$ cat config.mk
export PLATFORM = sky130hd
export DESIGN_NAME = lamp_dwell_counter
export DESIGN_NICKNAME = d
export VERILOG_FILES = /design/src/rtl/lamp_dwell_counter.sv
export SDC_FILE = /design/constraint.sdc
export NUM_CORES = 1
export LEC_CHECK = 0
export BUFFER_PORTS_ARGS = -buffer_cell sky130_fd_sc_hd__buf_2
export CORE_AREA = 2 2 39 41
export CTS_CLUSTER_SIZE = 40
export DETAILED_ROUTE_END_ITERATION = 10
export DIE_AREA = 0 0 41 43
export PLACE_DENSITY_LB_ADDON = 0.1
export SETUP_SLACK_MARGIN = 0.02
export SLEW_MARGIN = 20
export SYNTH_ARGS = -nofsm -noshare
export SYNTH_HDL_FRONTEND = slang
export SYNTH_SLANG_ARGS = --single-unit
$ cat constraint.sdc
create_clock -name clk -period 1.4 [get_ports clk]
set_clock_uncertainty 0.1 [all_clocks]
set_input_delay 0.42 -clock clk [delete_from_list [all_inputs] [get_ports clk]]
set_output_delay 0.42 -clock clk [all_outputs]
set_load 0.1 [all_outputs]
$ cat src/rtl/lamp_dwell_counter.sv
// Per-visit dwell counter, saturating at MAX_DWELL+1, with the bound compares
// used for the short/long dwell errors.
module lamp_dwell_counter #(
  parameter int unsigned MIN_DWELL = 1,
  parameter int unsigned MAX_DWELL = 1
) (
  input  logic clk,
  input  logic rst_n,
  input  logic flush,
  input  logic restart,
  input  logic hold,
  output logic dwell_short,
  output logic dwell_at_max
);

  localparam int unsigned DW = $clog2(MAX_DWELL + 2);
  localparam logic [DW-1:0] SAT = DW'(MAX_DWELL + 1);

  logic [DW-1:0] dwell_q;

  always_ff @(posedge clk or negedge rst_n) begin
    if (!rst_n) begin
      dwell_q <= '0;
    end else if (flush) begin
      dwell_q <= '0;
    end else if (restart) begin
      dwell_q <= DW'(1);
    end else if (hold && dwell_q != SAT) begin
      dwell_q <= dwell_q + 1'b1;
    end
  end

  // At MAX the next hold lands on MAX+1; saturation keeps the long error one-shot.
  assign dwell_short  = 32'(dwell_q) < MIN_DWELL;
  assign dwell_at_max = dwell_q == DW'(MAX_DWELL);

endmodule

[Word level (Yosys, flattened, before mapping)]
Index checks and enable logic that the tools add are counted.
Cells by class
  $add $sub $neg: 1
  magnitude comparators: 1
  equality and inequality tests: 2
  multiplexer cells: 3
  reductions and logical operators: 2
Operator list (count)
  two-way mux 2 bit: 3
  nonzero test 3 bit: 1
  adder 2 x 1 -> 2 bit (second input constant): 1
  == test 2 x 1 -> 1 bit (second input constant): 1
  less-than comparator 2 x 1 -> 1 bit (second input constant): 1
  != test 2 bit (second input constant): 1
  logical AND 1 bit: 1
Word-level totals
  bits in registers: 2
  output and inout port bits: 2
  logic and storage cells: 10

[Depth between registers and ports, before layout]
Gate-level depths: netlist (run 1).
  word-level depth: 5
  gate-level depth with buffers: 5
  depth with buffers taken out: 5

[Worst setup path after synthesis (run 1)]
No wires, ideal clock.
  path type: flip-flop to output port
  start: register dwell_q[0]
  end: output dwell_short
  data arrival time: 1.243 ns
  required time: 0.880 ns
  slack: -0.363 ns
  cell stages (with the launch flop): 3
  path through: dfrtp_1 -> inv_1 -> ha_1
Between the ends
  cells in the longest elaborated chain, start to end: 1
RTL lines
  start: declaration: line 19  | logic [DW-1:0] dwell_q;
  start signal: assignment: line 29  | dwell_q <= dwell_q + 1'b1;
  less-than comparator 2 x 1 -> 1 bit: line 34  | assign dwell_short = 32'(dwell_q) < MIN_DWELL;
  end: declaration: line 12  | output logic dwell_short,
Every way passes these cells.

[Final worst setup path (run 1)]
Same ends and word-level chain as after synthesis.

==> flow_summary.yaml, run 1 <==
yosys:
  synth_area_per_cell_sq_um: 10.9
  ys_seq_elements: 2
  synth_warnings: 0
  synth_top_area_share_pct: 35.4
  synth_edf_count: 0
  synth_area_sq_um: 141
  synthTopCellsByCount: "ha_1, inv_1, dfrtp_1"
  synth_seq_area_share_pct: 35.4
  synth_ff_type: "dfrtp_1"
  yosysTopAreaCell: "dfrtp_1"
  synth_area_leaders: "dfrtp_1, ha_1, nor2b_4, inv_1, mux2i_1"
  ys_types: 8
  synth_nets: 21
  async_reset_ff_share_pct: 100
  synth_cells: 13
critical_path:
  critPathMaxFanout: 3
  end_kind: "output port"
  r2r_setup_slack_ns: 0.04
  worstPathCellList: "inv_2 > ha_4 > buf_12"
  crit_family: "flip-flops"
  crit_arrival_ns: 1.02
  startpoint_type: "flip-flop"
  crit_type: "reg -> out"
  slowest_delay_ns: 0.42
  worst-path-buf-inv: 2
  required_ns: 0.88
  slowest_stage: "dfrtp_2"
clock_network:
  clock_latency_ns: 0.22
  cts_tree: "yes"
  cts.path.max_buffers: 2
  clk_pin_slew_worst_paths_ns: 0.03
  h-tree-depth: 1
  cts_made_buffers: 3
  root_buffer: "clkbuf_4"
  cts_sinks: 2
pwr:
  p_comb_share_pct: 39.1
  p_int_mw: 0.212
  p_leak_nw: 0.143
  total_power_mw: 0.316
  switching_share_pct: 33.1
  p_sw_mw: 0.105
  seq_power_share_pct: 21.1
  peakVddDrop_uv: 431
  clkPwrFrac_pct: 39.8
  power.density_mw_per_mm2: 1000
cells_and_area:
  largest_reg_flops: 2
  final_layout_size_suffix_gt1_share_pct: 73.1
  antenna_cells: 0
  fin_cells: 42
  top_register: "dwell_q"
  reg_top3: "dwell_q (2)"
  finalNetCount: 36
  area_delta_synth_final_pct: 123
floorplanning:
  rows: 14
  die_w_um: 41
  die_y_um: 43
  ios: 7
  start_util_pct: 10.2
  core_sq_mm: 0.00138
  fp.dieArea_sq_mm: 0.00176
routing:
  ant_nets: 0
  drt_wl_total_um: 291
  viasPerCell: 3.12
  vias: 131
  drcViolationCount: 0
  wl_per_cell_um: 6.93
  drtIter0Drc: 0
  dr.pass1.iters: 1
sta:
  worst_slack_ns: -0.145
  worst_slew_pin_slew_ns: 0.140
  drv_slew: 0
  rsz0062_at_grt: "yes"
  timing.fmax_ghz: 0.647
  finalSetupTns_ns: -0.263
  finalHoldViolCount: 0
  fin_crit_ns: 1.54
  holdWs_ns: 0.259
  post-route-period-util_pct: 110
  setup_viol: 2
  slew_headroom_pct: 90.4
place:
  place_congestion: 0.533
  place_ws_ns: 0.0150
  place_inst: 35
  io_buffers: 6
global_route:
  grt_antenna_before_repair: 0
  globalRouteTotalUtil_pct: 5.12
  grt-ovfl-total: 0
  first_global_vias: 153
  grt_pass1_wl_um: 517
  grt_max_degree: 4
hold_path:
  holdCritPathClass: "in -> reg"
outcome:
  failed_checks: "setup timing"
  status: "finished, violations left"
run:
  drv_cap: 0
## power groups by stage
stage               logic, mW  clock network (mW)  registers [mW]
floorplan              0.0710                   0          0.0653
global route            0.131               0.146          0.0676
global placement        0.104                   0          0.0664
finish                  0.124               0.126          0.0669
CTS                     0.123               0.136          0.0666
detailed placement      0.104                   0          0.0664
## layer usage
layer	vias to the layer above	GRT usage (%)	part of all wire, %
met4	0	8.00	0
met2	7	5.94	44
met5	-	0	0
met1	56	4.18	41
met3	0	3.66	15
li1	68	-	-
## worst register-to-register path, cell delays in order (launching register included)
cell and delay (ns):
dfrtp_2 0.39, inv_2 0.06, buf_4 0.14, ha_4 0.15, nor2b_4 0.12, mux2i_1 0.21
nor3_1 0.07
## path summary, 6_finish.rpt
kind / endpoint / startpoint / depth (start not counted)
max in group asynchronous: dwell_q[0]$_DFFE_PN0P_ / rst_n / 2
hold / removal: dwell_q[0]$_DFFE_PN0P_ / flush / 2
min in group asynchronous: dwell_q[0]$_DFFE_PN0P_ / rst_n / 2
setup / recovery: dwell_short / dwell_q[0]$_DFFE_PN0P_ / 3
hold reg to reg: dwell_q[0]$_DFFE_PN0P_ / dwell_q[0]$_DFFE_PN0P_ / 3
setup reg to reg: dwell_q[1]$_DFFE_PN0P_ / dwell_q[0]$_DFFE_PN0P_ / 6
## cells by family after synthesis
family	Yosys count	share of synthesized area, %
AOI/OAI and AO/OA	1	3.54
DFF	2	35.4
muxes	1	7.08
xor gates and xnor gates	1	6.20
buffers and inverters	3	7.96
and+or+nand+nor	2	13.3
adders and majority gates	3	26.6
## placed cells by master, fill, tap and decap left out
cell / count
buf_2: 4
ha_4: 3
clkbuf_4: 3
buf_4: 3
inv_2: 2
buf_12: 2
inv_1: 1
nor2b_4: 1
xnor2_1: 1
a21oi_1: 1
mux2i_1: 1
nor3_1: 1
dfrtp_2: 1
dfrtp_1: 1
dlygate4sd3_1: 1
## repair_timing
| action | 4_1_cts | 5_1_grt |
|---|---|---|
| endpoints found under the hold margin | 2 | 0 |
| hold buffers | 1 | 0 |
| setup endpoints to repair | 2 | 4 |
| gates cloned | 0 | 0 |
| pin swaps | 1 | 2 |
| gates resized for setup | 5 | 2 |
| buffers inserted | 3 | 1 |
## stage by stage
step / util [%] / area, sq um
after floorplan: - / 146
after global placement: 16.4 / 226
after detailed placement: 16.4 / 226
after CTS: 22.0 / 304
after global routing: 22.8 / 315
final: 22.8 / 315
## layout make-up
type	count	area (sq um)
Fill cell	154	1070
Multi-Input combinational cell	8	118
Timing Repair Buffer	10	92.6
Sequential cell	2	51.3
Clock buffer	3	22.5
Tap cell	16	20.0
Inverter	3	11.3
Note: power is estimated with default switching activity, not from simulation.
==> run 2: changes to the inputs <==
--- a/config.mk
+++ b/config.mk
@@ -6,6 +6,8 @@
 export NUM_CORES = 1
 export LEC_CHECK = 0
 export BUFFER_PORTS_ARGS = -buffer_cell sky130_fd_sc_hd__buf_2
+export CELL_PAD_IN_SITES_DETAIL_PLACEMENT = 0
+export CELL_PAD_IN_SITES_GLOBAL_PLACEMENT = 1
 export CORE_AREA = 2 2 39 41
 export CTS_CLUSTER_SIZE = 40
 export DETAILED_ROUTE_END_ITERATION = 10
==> constraint.sdc (replaced) <==
create_clock -name clk -period 1.4 [get_ports clk]
set_clock_uncertainty 0.1 [all_clocks]
set_input_delay 0.42 -clock clk [delete_from_list [all_inputs] [get_ports clk]]
set_output_delay 0.42 -clock clk [all_outputs]
set_load 0.02 [all_outputs]
==> flow_summary.yaml, run 2 (synthesized netlist as in run 1, its figures left out) <==
sta:
  worst_slew_pin_slew_ns: 0.185
  setup_viol: 2
  worst_slack_ns: -0.0804
  rsz0062_at_grt: "yes"
  post-route-period-util_pct: 106
  timing.fmax_ghz: 0.676
  finalHoldViolCount: 0
  slew_headroom_pct: 87.6
  drv_slew: 0
  finalSetupTns_ns: -0.154
  fin_crit_ns: 1.48
floorplanning:
  rows: 14
  start_util_pct: 10.2
  core_sq_mm: 0.00138
  die_y_um: 43
  fp.dieArea_sq_mm: 0.00176
  ios: 7
  die_w_um: 41
critical_path:
  crit_arrival_ns: 0.96
  slowest_delay_ns: 0.37
  end_kind: "output port"
  worstPathCellList: "inv_2 > ha_2 > buf_6"
  critPathMaxFanout: 2
  required_ns: 0.88
  startpoint_type: "flip-flop"
  crit_type: "reg -> out"
  slowest_stage: "dfrtp_1"
routing:
  drcViolationCount: 0
  viasPerCell: 3.10
  drtIter0Drc: 0
  vias: 130
  drt_wl_total_um: 340
  dr.pass1.iters: 1
  ant_nets: 0
  wl_per_cell_um: 8.10
cells_and_area:
  reg_top3: "dwell_q (2)"
  area_delta_synth_final_pct: 105
  finalNetCount: 36
  final_common_cell: "buf_2"
  layout_common_cells: "buf_2, clkbuf_4, buf_6"
  top_register: "dwell_q"
  n_fill_cell: 162
  regArea_sq_um: 50.0
  antenna_cells: 0
  final_layout_size_suffix_gt1_share_pct: 69.2
  largest_reg_flops: 2
  multi_input_area_sq_um: 108
global_route:
  globalRouteTotalUtil_pct: 5.22
  grt-ovfl-total: 0
  grt_pass1_wl_um: 545
  grt_max_degree: 4
  first_global_vias: 163
  grt_antenna_before_repair: 0
hold_path:
  holdCritPathClass: "in -> reg"
place:
  place_congestion: 0.558
  place_ws_ns: 0.0981
  io_buffers: 6
clock_network:
  cts_tree: "yes"
  cts.path.max_buffers: 2
  root_buffer: "clkbuf_4"
  cts_made_buffers: 3
  clk_pin_slew_worst_paths_ns: 0.03
  h-tree-depth: 1
  cts_sinks: 2
  clock_latency_ns: 0.22
outcome:
  status: "finished, violations left"
  failed_checks: "setup timing"
run:
  drv_cap: 0
pwr:
  p_leak_nw: 0.137
  peakVddDrop_uv: 213
  power.density_mw_per_mm2: 913
## run 2: cell counts in the layout (fill, tap and decap cells not counted)
No cell type changed its count.
## run 2: report_power, final
part	switching (mW)	leakage (nW)	internal, mW
combinational	0.0310	0.0970	0.0420
sequential	0.00312	0.0261	0.0619
clock	0.0324	0.0138	0.0945
## run 2: worst paths after layout
| check | from | to | slack [ns] | cells after the start |
|---|---|---|---|---|
| setup / recovery | dwell_q[1]$_DFFE_PN0P_ | dwell_at_max | -0.08 | 3 |
| hold / removal | flush | dwell_q[0]$_DFFE_PN0P_ | 0.26 | 2 |
| setup reg to reg | dwell_q[0]$_DFFE_PN0P_ | dwell_q[1]$_DFFE_PN0P_ | 0.08 | 6 |
| hold reg to reg | dwell_q[0]$_DFFE_PN0P_ | dwell_q[0]$_DFFE_PN0P_ | 0.61 | 3 |
| max in group asynchronous | rst_n | dwell_q[1]$_DFFE_PN0P_ | 0.70 | 2 |
| min in group asynchronous | rst_n | dwell_q[0]$_DFFE_PN0P_ | 0.41 | 2 |
## run 2: layer usage
| layer | up-vias | share of wire [%] | track usage, % |
|---|---|---|---|
| met5 | - | 0 | 0 |
| met4 | 0 | 0 | 8.00 |
| met3 | 0 | 10 | 1.57 |
| met2 | 7 | 53 | 7.81 |
| met1 | 57 | 36 | 3.86 |
| li1 | 66 | - | - |
## run 2: through the flow
stage                     area, sq um  std cells  hold slack (ns)  utilization, %  total power [mW]
after floorplan                   141         13           0.0244               -            0.0950
after global placement            191         35            0.107            13.8             0.110
after detailed placement          191         35            0.109            13.8             0.109
after CTS                         267         42            0.254            19.3             0.268
after global routing              290         42            0.272            21.0             0.282
final                             290         42            0.265            21.0             0.265
## run 2: timing repair
| item | CTS | global route |
|---|---|---|
| endpoints found under the setup margin | 2 | 3 |
| pin swaps | 0 | 2 |
| hold endpoints to repair | 2 | 0 |
| hold buffers | 1 | 0 |
| setup buffers | 3 | 0 |
| gates resized for setup | 9 | 3 |
## run 2: worst max-delay path: cells and delay by family, from the launching register on
family	cells	cell delay, ns
buf+inv	2	0.19
flops	1	0.37
fa+ha+maj	1	0.17
## run 2: final cells by class
type / count / share of cell area, %
inverters: 3 / 3.88
clock buffers: 3 / 7.76
repair buffers: 10 / 27.2
multi-input cells: 8 / 37.1
flip-flops and latches: 2 / 17.2
well taps: 16 / 6.90
==> run 3: changes to the inputs <==
--- a/config.mk
+++ b/config.mk
@@ -5,14 +5,16 @@
 export SDC_FILE = /design/constraint.sdc
 export NUM_CORES = 1
 export LEC_CHECK = 0
+export ABC_AREA = 1
 export BUFFER_PORTS_ARGS = -buffer_cell sky130_fd_sc_hd__buf_2
+export CAP_MARGIN = 15
 export CELL_PAD_IN_SITES_DETAIL_PLACEMENT = 0
 export CELL_PAD_IN_SITES_GLOBAL_PLACEMENT = 1
 export CORE_AREA = 2 2 39 41
 export CTS_CLUSTER_SIZE = 40
 export DETAILED_ROUTE_END_ITERATION = 10
 export DIE_AREA = 0 0 41 43
-export PLACE_DENSITY_LB_ADDON = 0.1
+export PLACE_DENSITY = 0.35
 export SETUP_SLACK_MARGIN = 0.02
 export SLEW_MARGIN = 20
 export SYNTH_ARGS = -nofsm -noshare
==> flow_summary.yaml, run 3 <==
cells_and_area:
  final_common_cell: "nand2_1"
  final_util_pct: 19.5
  largest_reg_flops: 2
  layout_common_cells: "nand2_1, buf_2, clkbuf_4, buf_4"
  reg_top3: "dwell_q (2)"
  top_register: "dwell_q"
  final_layout_size_suffix_gt1_share_pct: 53.1
  finalNetCount: 42
  antenna_cells: 0
  area_delta_synth_final_pct: 83.1
  fin_area_sq_um: 270
routing:
  drt_wl_total_um: 375
  drcViolationCount: 0
  wl_per_cell_um: 7.81
  viasPerCell: 3.40
  vias: 163
  dr.pass1.iters: 1
  drtIter0Drc: 0
  ant_nets: 0
run:
  drv_cap: 0
sta:
  rsz0062_at_grt: "yes"
  setup_viol: 2
  post-route-period-util_pct: 106
  slew_headroom_pct: 88.5
  timing.fmax_ghz: 0.675
  worst_slack_ns: -0.0810
  drv_slew: 0
  worst_slew_pin_slew_ns: 0.172
  finalHoldViolCount: 0
  fin_crit_ns: 1.48
global_route:
  grt-ovfl-total: 0
  grt_max_degree: 5
  globalRouteTotalUtil_pct: 6.91
  first_global_vias: 174
  grt_antenna_before_repair: 0
  grt_pass1_wl_um: 683
critical_path:
  reg2reg_depth: 7
  slowest_stage: "dfrtp_1"
  crit_arrival_ns: 0.96
  r2r_setup_slack_ns: 0.15
  slowest_delay_ns: 0.39
  end_kind: "output port"
  critPathMaxFanout: 3
  r2r_start: "dwell_q[0]$_DFFE_PN0P_"
  worstPathCellList: "inv_2 > ha_2 > buf_6"
  startpoint_type: "flip-flop"
  crit_type: "reg -> out"
  required_ns: 0.88
  timing.rr.end: "dwell_q[1]$_DFFE_PN0P_"
pwr:
  clkPwrFrac_pct: 48.3
  switching_share_pct: 24.9
  seq_power_share_pct: 25.8
  total_power_mw: 0.255
  p_int_mw: 0.191
  p_leak_nw: 0.137
  p_sw_mw: 0.0635
  peakVddDrop_uv: 190
  p_comb_share_pct: 25.9
  power.density_mw_per_mm2: 943
outcome:
  status: "finished, violations left"
  failed_checks: "setup timing"
place:
  place_ws_ns: 0.0872
  io_buffers: 6
  place_congestion: 0.567
  place_area_sq_um: 198
hold_path:
  hold_depth: 4
  min_to: "dwell_q[0]$_DFFE_PN0P_"
  min_from: "flush"
  holdCritPathClass: "in -> reg"
yosys:
  ys_types: 8
  yosysMostFrequentCell: "nand2_1"
  async_reset_ff_share_pct: 100
  synth_cells: 19
  synth_seq_area_share_pct: 33.9
  synthTopCellsByCount: "nand2_1, inv_1, ha_1"
  synth_area_sq_um: 148
  synth_edf_count: 0
  synth_area_leaders: "dfrtp_1, ha_1, nand2_1, inv_1, nand3_1"
  synth_area_per_cell_sq_um: 7.77
  synth_ff_type: "dfrtp_1"
  synth_top_area_share_pct: 33.9
  synth_warnings: 0
  ys_seq_elements: 2
  yosysTopAreaCell: "dfrtp_1"
  synth_nets: 27
clock_network:
  cts_tree: "yes"
  cts_sinks: 2
  cts.path.max_buffers: 2
  clock_latency_ns: 0.22
  h-tree-depth: 1
  root_buffer: "clkbuf_4"
  cts_made_buffers: 3
  clk_pin_slew_worst_paths_ns: 0.03
floorplanning:
  core_sq_mm: 0.00138
  fp.dieArea_sq_mm: 0.00176
  ios: 7
  die_w_um: 41
  start_util_pct: 10.7
  die_y_um: 43
  rows: 14
run 3: cell type report:
cell class | instances | area (sq um)
Clock buffer | 3 | 22.5
Fill cell | 163 | 1110
Inverter | 4 | 15.0
Multi-Input combinational cell | 13 | 87.6
Sequential cell | 2 | 50.0
Tap cell | 16 | 20.0
Timing Repair Buffer | 10 | 75.1
run 3: kinds of logic after synthesis:
| logic type | synth area share (%) |
|---|---|
| and+or+nand+nor | 23.7 |
| AOI/OAI and AO/OA | 6.77 |
| DFF | 33.9 |
| buffers and inverters | 10.2 |
| adders and majority gates | 25.4 |
run 3: worst max-delay path: cells and delay by family (launching register included):
kind	cells	cell delay, ns
flip-flops	1	0.39
buffers and inverters	2	0.18
adder cells (fa/ha/maj)	1	0.17
run 3: through the flow:
stage | TNS [ns] | cells | hold WS [ns]
2_1_floorplan | 0 | 19 | 0.0244
3_3_place_gp | 0 | 41 | 0.109
3_5_place_dp | 0 | 41 | 0.110
4_1_cts | -0.159 | 48 | 0.355
5_1_grt | -0.236 | 48 | 0.392
6_report | -0.142 | 48 | 0.363
run 3: layer usage:
| metal | global-route usage [%] | up-vias | part of all wire (%) |
|---|---|---|---|
| li1 | - | 85 | - |
| met1 | 5.43 | 73 | 39 |
| met2 | 8.75 | 5 | 54 |
| met3 | 4.71 | 0 | 7.2 |
| met4 | 10.0 | 0 | 0 |
| met5 | 0 | - | 0 |
run 3: how the worst max path moves through the flow:
stage | start | to | slack (ns)
after floorplan | dwell_q[0]$_DFFE_PN0P_ | dwell_short | 0.17
after global placement | dwell_q[0]$_DFFE_PN0P_ | dwell_short | 0.11
after detailed placement | dwell_q[0]$_DFFE_PN0P_ | dwell_short | 0.09
after CTS | dwell_q[0]$_DFFE_PN0P_ | dwell_short | -0.09
after global routing | dwell_q[0]$_DFFE_PN0P_ | dwell_short | -0.13
final | dwell_q[0]$_DFFE_PN0P_ | dwell_short | -0.08
run 3: what timing repair did:
| item | CTS | global route |
|---|---|---|
| endpoints found under the hold margin | 2 | 0 |
| setup endpoints to repair | 2 | 2 |
| gates resized for setup | 8 | 0 |
| hold buffers | 1 | 0 |
| setup buffers | 3 | 0 |
| pin swaps | 1 | 0 |
run 3: power groups by stage:
stage	registers [mW]	clock network (mW)	logic [mW]
CTS	0.0657	0.132	0.0660
floorplan	0.0657	0	0.0281
finish	0.0657	0.123	0.0661
detailed placement	0.0669	0	0.0418
global route	0.0662	0.140	0.0738
global placement	0.0664	0	0.0417
